--- config.mk ---
export PLATFORM = sky130hd
export DESIGN_NAME = p18_blocks_layer_flat
export DESIGN_NICKNAME = d
export VERILOG_FILES = /design/src/rtl/p18_pkg.sv /design/src/rtl/p18_blocks_layer_if.sv /design/src/rtl/p18_block_grid.sv /design/src/rtl/p18_blocks_layer.sv /design/src/flat_wrapper.sv
export SDC_FILE = /design/constraint.sdc
export NUM_CORES = 1
export LEC_CHECK = 0
export CAP_MARGIN = 20
export CORE_MARGIN = 3
export CORE_UTILIZATION = 45
export CTS_CLUSTER_SIZE = 16
export DETAILED_ROUTE_END_ITERATION = 16
export PLACE_DENSITY = 0.77
export SLEW_MARGIN = 20
export SYNTH_ARGS = -nofsm -noshare
export SYNTH_HDL_FRONTEND = slang
export SYNTH_HIERARCHICAL = 1
export SYNTH_SLANG_ARGS = --single-unit
--- constraint.sdc ---
create_clock -name clk -period 9.2 [get_ports clk]
set_input_delay 1.38 -clock clk [delete_from_list [all_inputs] [get_ports clk]]
set_output_delay 1.38 -clock clk [all_outputs]
set_load 0.01 [all_outputs]
--- src/rtl/p18_pkg.sv ---
// rtl/p18_pkg.sv - shared geometry, colour table, FSM encoding and cell locator for the blocks layer
package p18_pkg;

    localparam int NUM_COLS  = 8;
    localparam int NUM_ROWS  = 4;
    localparam int CELL_W    = 64;
    localparam int CELL_H    = 16;
    localparam int NUM_CELLS = NUM_COLS * NUM_ROWS;

    // Index [r] is the colour of row r (row 0 at the top).
    localparam logic [3:0][5:0] ROW_COLOUR = {6'b000011, 6'b001100, 6'b111000, 6'b110000};

    typedef enum logic [1:0] {
        S_IDLE   = 2'd0,
        S_LOOKUP = 2'd1,
        S_RESP   = 2'd2
    } hit_state_e;

    typedef struct packed {
        logic       in_field;
        logic       gap;
        logic [1:0] row;
        logic [2:0] col;
    } cell_t;

    // Maps a pixel to its cell; arithmetic is 11 bits wide so columns left of x0 wrap out of range.
    function automatic cell_t locate(input logic [9:0] x, input logic [9:0] y,
                                     input logic [10:0] x0, input logic [10:0] y0);
        cell_t       c;
        logic [10:0] dx;
        logic [10:0] dy;
        dx = {1'b0, x} - x0;
        dy = {1'b0, y} - y0;
        c.in_field = ({1'b0, x} >= x0) && (dx < 11'(NUM_COLS * CELL_W)) &&
                     ({1'b0, y} >= y0) && (dy < 11'(NUM_ROWS * CELL_H));
        c.gap = (dx[5:0] == 6'd0) || (dy[3:0] == 4'd0);
        c.col = dx[8:6];
        c.row = dy[5:4];
        return c;
    endfunction

endpackage

--- src/rtl/p18_blocks_layer_if.sv ---
// rtl/p18_blocks_layer_if.sv - ball collision query handshake between ball logic and blocks layer
interface p18_blocks_layer_if;
    logic       hit_req;
    logic [9:0] hit_x;
    logic [9:0] hit_y;
    logic       hit_ack;
    logic       hit_hit;

    modport master (output hit_req, output hit_x, output hit_y, input hit_ack, input hit_hit);
    modport slave  (input hit_req, input hit_x, input hit_y, output hit_ack, output hit_hit);
endinterface

--- src/rtl/p18_block_grid.sv ---
// rtl/p18_block_grid.sv - 32 alive bits plus live-block counter with load and single-cell clear
module p18_block_grid
    import p18_pkg::*;
(
    input  logic        clk,
    input  logic        rst_n,
    input  logic        load_i,
    input  logic        clr_i,
    input  logic [4:0]  clr_idx_i,
    output logic [31:0] alive_o,
    output logic [5:0]  remaining_o
);

    logic [31:0] alive_q;
    logic [5:0]  remaining_q;

    // Load has priority over a clear landing on the same edge.
    always_ff @(posedge clk or negedge rst_n) begin
        if (!rst_n) begin
            alive_q     <= '1;
            remaining_q <= 6'(NUM_CELLS);
        end else if (load_i) begin
            alive_q     <= '1;
            remaining_q <= 6'(NUM_CELLS);
        end else if (clr_i && alive_q[clr_idx_i] && (remaining_q != 6'd0)) begin
            alive_q[clr_idx_i] <= 1'b0;
            remaining_q        <= remaining_q - 6'd1;
        end
    end

    assign alive_o     = alive_q;
    assign remaining_o = remaining_q;

endmodule

--- src/rtl/p18_blocks_layer.sv ---
// rtl/p18_blocks_layer.sv - breakout block field: pixel renderer and ball collision query FSM
module p18_blocks_layer
    import p18_pkg::*;
#(
    parameter int GRID_X0 = 64,
    parameter int GRID_Y0 = 64
) (
    input  logic                 clk,
    input  logic                 rst_n,
    input  logic [9:0]           pix_x,
    input  logic [9:0]           pix_y,
    output logic [5:0]           blocks,
    output logic                 blocks_en,
    p18_blocks_layer_if.slave    hit,
    input  logic                 level_load,
    output logic [5:0]           remaining,
    output logic                 all_cleared
);

    localparam logic [10:0] X0 = 11'(GRID_X0);
    localparam logic [10:0] Y0 = 11'(GRID_Y0);

    logic [31:0] alive;
    logic        clr_ok;
    logic        clr_en;
    cell_t       pix_cell;
    cell_t       hit_cell;

    hit_state_e  state_q;
    logic [9:0]  hx_q, hy_q;
    logic        ack_q, hit_q;
    logic [5:0]  blocks_q, blocks_d;
    logic        blocks_en_q, blocks_en_d;

    p18_block_grid u_grid (
        .clk         (clk),
        .rst_n       (rst_n),
        .load_i      (level_load),
        .clr_i       (clr_en),
        .clr_idx_i   ({hit_cell.row, hit_cell.col}),
        .alive_o     (alive),
        .remaining_o (remaining)
    );

    always_comb begin
        pix_cell    = locate(pix_x, pix_y, X0, Y0);
        blocks_en_d = pix_cell.in_field && !pix_cell.gap && alive[{pix_cell.row, pix_cell.col}];
        blocks_d    = blocks_en_d ? ROW_COLOUR[pix_cell.row] : 6'b000000;
    end

    always_ff @(posedge clk or negedge rst_n) begin
        if (!rst_n) begin
            blocks_q    <= 6'b000000;
            blocks_en_q <= 1'b0;
        end else begin
            blocks_q    <= blocks_d;
            blocks_en_q <= blocks_en_d;
        end
    end

    always_comb begin
        hit_cell = locate(hx_q, hy_q, X0, Y0);
        clr_ok   = hit_cell.in_field && !hit_cell.gap && alive[{hit_cell.row, hit_cell.col}];
        clr_en   = (state_q == S_LOOKUP) && clr_ok;
    end

    // A level load in LOOKUP restores the grid, so the pending response must not claim a hit.
    always_ff @(posedge clk or negedge rst_n) begin
        if (!rst_n) begin
            state_q <= S_IDLE;
            hx_q    <= 10'd0;
            hy_q    <= 10'd0;
            ack_q   <= 1'b0;
            hit_q   <= 1'b0;
        end else begin
            ack_q <= 1'b0;
            hit_q <= 1'b0;
            case (state_q)
                S_IDLE: begin
                    if (hit.hit_req) begin
                        hx_q    <= hit.hit_x;
                        hy_q    <= hit.hit_y;
                        state_q <= S_LOOKUP;
                    end
                end
                S_LOOKUP: begin
                    ack_q   <= 1'b1;
                    hit_q   <= clr_ok && !level_load;
                    state_q <= S_RESP;
                end
                S_RESP:  state_q <= S_IDLE;
                default: state_q <= S_IDLE;
            endcase
        end
    end

    assign hit.hit_ack  = ack_q;
    assign hit.hit_hit  = hit_q;
    assign blocks       = blocks_q;
    assign blocks_en    = blocks_en_q;
    assign all_cleared  = (remaining == 6'd0);

endmodule
--- src/flat_wrapper.sv ---
// flat-port wrapper written by rule: the top's interface ports become plain ports
module p18_blocks_layer_flat import p18_pkg::*;
#(
    parameter int GRID_X0 = 64,
    parameter int GRID_Y0 = 64
)
  (clk, rst_n, pix_x, pix_y, blocks, blocks_en, level_load, remaining, all_cleared, hit_hit_req, hit_hit_x, hit_hit_y, hit_hit_ack, hit_hit_hit);
  p18_blocks_layer_if hit_i ();
  input  logic clk;
  input  logic rst_n;
  input  logic [9:0] pix_x;
  input  logic [9:0] pix_y;
  output logic [5:0] blocks;
  output logic blocks_en;
  input  logic level_load;
  output logic [5:0] remaining;
  output logic all_cleared;
  input wire logic [$bits(hit_i.hit_req)-1:0] hit_hit_req;
  input wire logic [$bits(hit_i.hit_x)-1:0] hit_hit_x;
  input wire logic [$bits(hit_i.hit_y)-1:0] hit_hit_y;
  output wire logic [$bits(hit_i.hit_ack)-1:0] hit_hit_ack;
  output wire logic [$bits(hit_i.hit_hit)-1:0] hit_hit_hit;
  assign hit_i.hit_req = hit_hit_req;
  assign hit_i.hit_x = hit_hit_x;
  assign hit_i.hit_y = hit_hit_y;
  assign hit_hit_ack = hit_i.hit_ack;
  assign hit_hit_hit = hit_i.hit_hit;
  p18_blocks_layer #(.GRID_X0(GRID_X0), .GRID_Y0(GRID_Y0)) u_core (.clk(clk), .rst_n(rst_n), .pix_x(pix_x), .pix_y(pix_y), .blocks(blocks), .blocks_en(blocks_en), .hit(hit_i), .level_load(level_load), .remaining(remaining), .all_cleared(all_cleared));
endmodule
==> qor.csv <==
stage,metric,value,unit
synthesis,ys async rst share,100,%
sta,Tcrit/Tclk final,46.3,%
sta,skew final,10.7,ps
worst_setup_path,reg2reg setup slack,4940,ps
routing,# DRC,0,
power,static leakage,1.90,nW
sta,setup tns final,0,ps
finish,Synth-to-Final Area Change,19.5,%
finish,Layout Cells excl Fill,562,
global_routing,vias in the first global route,3180,
global_routing,initial antenna violation count,0,
synthesis,Post-Syn Area,0.00410,mm^2
sta,FMAX,235,MHz
placement,Final GP Congestion,0.846,
sta,final setup vio count,0,
sta,actual slew at the worst max-slew pin,890,ps
routing,Pre-antenna DRT Iters,5,
power,VDD IR max,0.000103,V
worst_setup_path,Worst setup SP type,register,
synthesis,Synth Warn #,6,
sta,endpoints failing hold,0,
finish,nets,501,
finish,ant diodes,0,
routing,total number of vias,3269,
worst_setup_path,critical path startpoint,u_core/hx_q[6],
routing,via/cell ratio,5.82,
run,max_cap viols,0,
floorplan,Ports,60,
hold_path,hold_sp,u_core/state_q[0],
synthesis,ys flop type,dfrtp_1,
global_routing,largest net degree at the start of global routing,68,
synthesis,register area share after synthesis,41.9,%
routing,DRT iter0 DRCs,213,
run_status,status,"complete, no violations",
clocking,CTS root buf,clkbuf_8,
sta,max_slew headroom,40.6,%
synthesis,synthesized net count,452,
worst_setup_path,Worst R2R Path Depth,12,
worst_setup_path,CP Data Required Time,9440,ps
floorplan,Vert. Die Dim,101,um
clocking,Worst-Skew Late Latency,350,ps
floorplan,Die ar.,0.0103,mm^2
placement,HPWL after DPL,6.62,mm
clocking,CTS Buffer Depth,2,
worst_setup_path,worst setup path class,reg -> reg,
worst_setup_path,Crit. End Element,register,
sta,"Slew Viols, Final",0,
worst_setup_path,R2R Path End,u_core/u_grid/remaining_o[4],
clocking,# hold bufs at CTS,0,
floorplan,Initial Util,46.7,%
sta,Hold Slack,502,ps
clocking,cts bufs inserted,9,
global_routing,global-route wire length before repair,15.3,mm
synthesis,Mapped Cells,400,
finish,Filler Cells Inserted,772,
sta,unrepaired setup endpoints after global routing,false,
synthesis,Yosys reg bits,67,
clocking,clock slew at reported path FFs,70,ps
clocking,postcts setup bufs,0,
routing,drt wl/cell,16.5,um
synthesis,Netlist cell types,61,
sta,minimum clock period,4260,ps
floorplan,num rows,34,
clocking,CTS sink count,67,
worst_setup_path,Critical Path AT,4500,ps
clocking,post-cts resize count,0,
global_routing,GRT Overall Usage,18.6,%
floorplan,die width,101,um
global_routing,remaining global-route overflow,0,
routing,post-route ant nets,0,
placement,IO buf count,59,
clocking,CTS H-tree lvls,3,
worst_setup_path,crit path to,u_core/u_grid/remaining_o[4],
finish,share of layout cells above drive strength 1,18.1,%
placement,Placed Cells,546,
power,power per cell area,171,mW/mm^2
worst_setup_path,Critical R2R Launch,u_core/hx_q[6],
finish,Final Core Density,55.9,%
worst_setup_path,highest fanout seen on the critical path,25,
clocking,TritonCTS clock tree,built,
synthesis,Post-synth EDFFs,0,
hold_path,Hold Crit Class,reg -> reg,
routing,Routed WL,9.30,mm
synthesis,Syn Area/Cell,10.2,um^2
floorplan,core footprint,0.00876,mm^2
## logic make-up after synthesis
group,after synthesis,share of synthesized area [%]
xor gates and xnor gates,8,2.08
and+or+nand+nor,140,18.4
AOI/OAI and AO/OA,74,13.8
buffers and inverters,44,5.13
muxes,59,16.2
adders and majority gates,8,2.44
DFF,67,41.9
## report_power, final
group	internal (mW)	switching (mW)
Combinational	0.106	0.149
Sequential	0.321	0.0275
Clock	0.124	0.112
Total	0.551	0.288
## area by class of cell
class	instances	area [um^2]	share of cell area, %
clock buffer	11	131	2.68
clock inverter	5	53.8	1.10
inverter	18	67.6	1.38
multi-input combinational	289	2170	44.3
sequential	67	1720	35.1
tap	108	135	2.76
timing repair buffer	64	623	12.7
## how the worst min path moves through the flow
stage | endpoint | slack (ps) | cells past startpoint
finish | u_core/state_q[0] | 500 | 1
global route | u_core/state_q[1] | 520 | 1
CTS | u_core/hit.hit_ack | 510 | 1
detailed placement | u_core/hit.hit_ack | 490 | 1
global placement | u_core/state_q[1] | 490 | 1
floorplan | u_core/hit.hit_ack | 460 | 1
## sequential cells by signal (all words and copies together) (netlist names)
| name | count |
|---|---|
| u_core/blocks | 4 |
| u_core/blocks_en | 1 |
| u_core/hit.hit_ack | 1 |
| u_core/hit.hit_hit | 1 |
| u_core/hx_q | 10 |
| u_core/hy_q | 10 |
| u_core/state_q | 2 |
| u_core/u_grid/alive_o | 32 |
| u_core/u_grid/remaining_o | 6 |
## cells in the final DEF, fill, tap and decap left out, types with 5 or more instances in the layout
master           instances
clkdlybuf4s50_1         58
mux2i_1                 38
dfrtp_1                 34
a21o_1                  33
dfstp_2                 33
nand3_1                 31
nor2_1                  25
nand2_1                 23
inv_1                   16
mux2_2                  16
clkbuf_8                 9
nor3_1                   9
nand4_1                  9
ha_1                     8
nor2b_1                  7
nand2b_1                 6
nand4b_1                 6
a2111oi_0                5
a21oi_1                  5
buf_4                    5
## cell usage after synthesis (4+ instances only)
| cell type | count | area [um^2] |
|---|---|---|
| mux2i_1 | 38 | 380 |
| dfrtp_1 | 34 | 851 |
| a21o_1 | 33 | 248 |
| dfstp_2 | 33 | 867 |
| nand3_1 | 31 | 155 |
| nor2_1 | 25 | 93.8 |
| nand2_1 | 23 | 86.3 |
| inv_1 | 16 | 60.1 |
| mux2_2 | 16 | 180 |
| clkbuf_1 | 13 | 48.8 |
| nand4_1 | 9 | 56.3 |
| nor3_1 | 9 | 45.0 |
| ha_1 | 8 | 100 |
| buf_4 | 7 | 52.6 |
| nor2b_1 | 7 | 43.8 |
| nand2b_1 | 6 | 37.5 |
| nand4b_1 | 6 | 52.6 |
| a2111oi_0 | 5 | 43.8 |
| a21oi_1 | 5 | 25.0 |
| mux4_2 | 4 | 90.1 |
| nor4_1 | 4 | 25.0 |
| o21ai_0 | 4 | 20.0 |
| o22ai_1 | 4 | 25.0 |
## routing by layer
metal / vias to the layer above / global-route usage, % / part of all wire (%)
met5: - / 0 / 0
met3: 11 / 5.51 / 7.7
met1: 1592 / 23.9 / 43
met4: 0 / 6.54 / 1.3
li1: 1563 / - / -
met2: 103 / 30.0 / 48
## worst max-delay path, cell delays in order (launching register included)
cell	delay (ps)
dfrtp_1	570
inv_1	110
ha_1	890
mux2i_1	170
nand3_1	120
nand4_1	110
a311oi_1	330
and2_1	170
o21ai_1	120
o31ai_4	690
buf_4	400
nand3_1	130
mux2_1	320
## stage by stage
stage / total power, mW / setup WS [ps] / area, um^2
finish: 0.838 / 4940 / 4900
global route: 0.883 / 4710 / 4900
CTS: 0.844 / 4980 / 4900
detailed placement: 0.605 / 4700 / 4710
global placement: 0.596 / 4830 / 4710
floorplan: 0.535 / 5940 / 4100
Note: power is estimated with default switching activity, not from simulation.
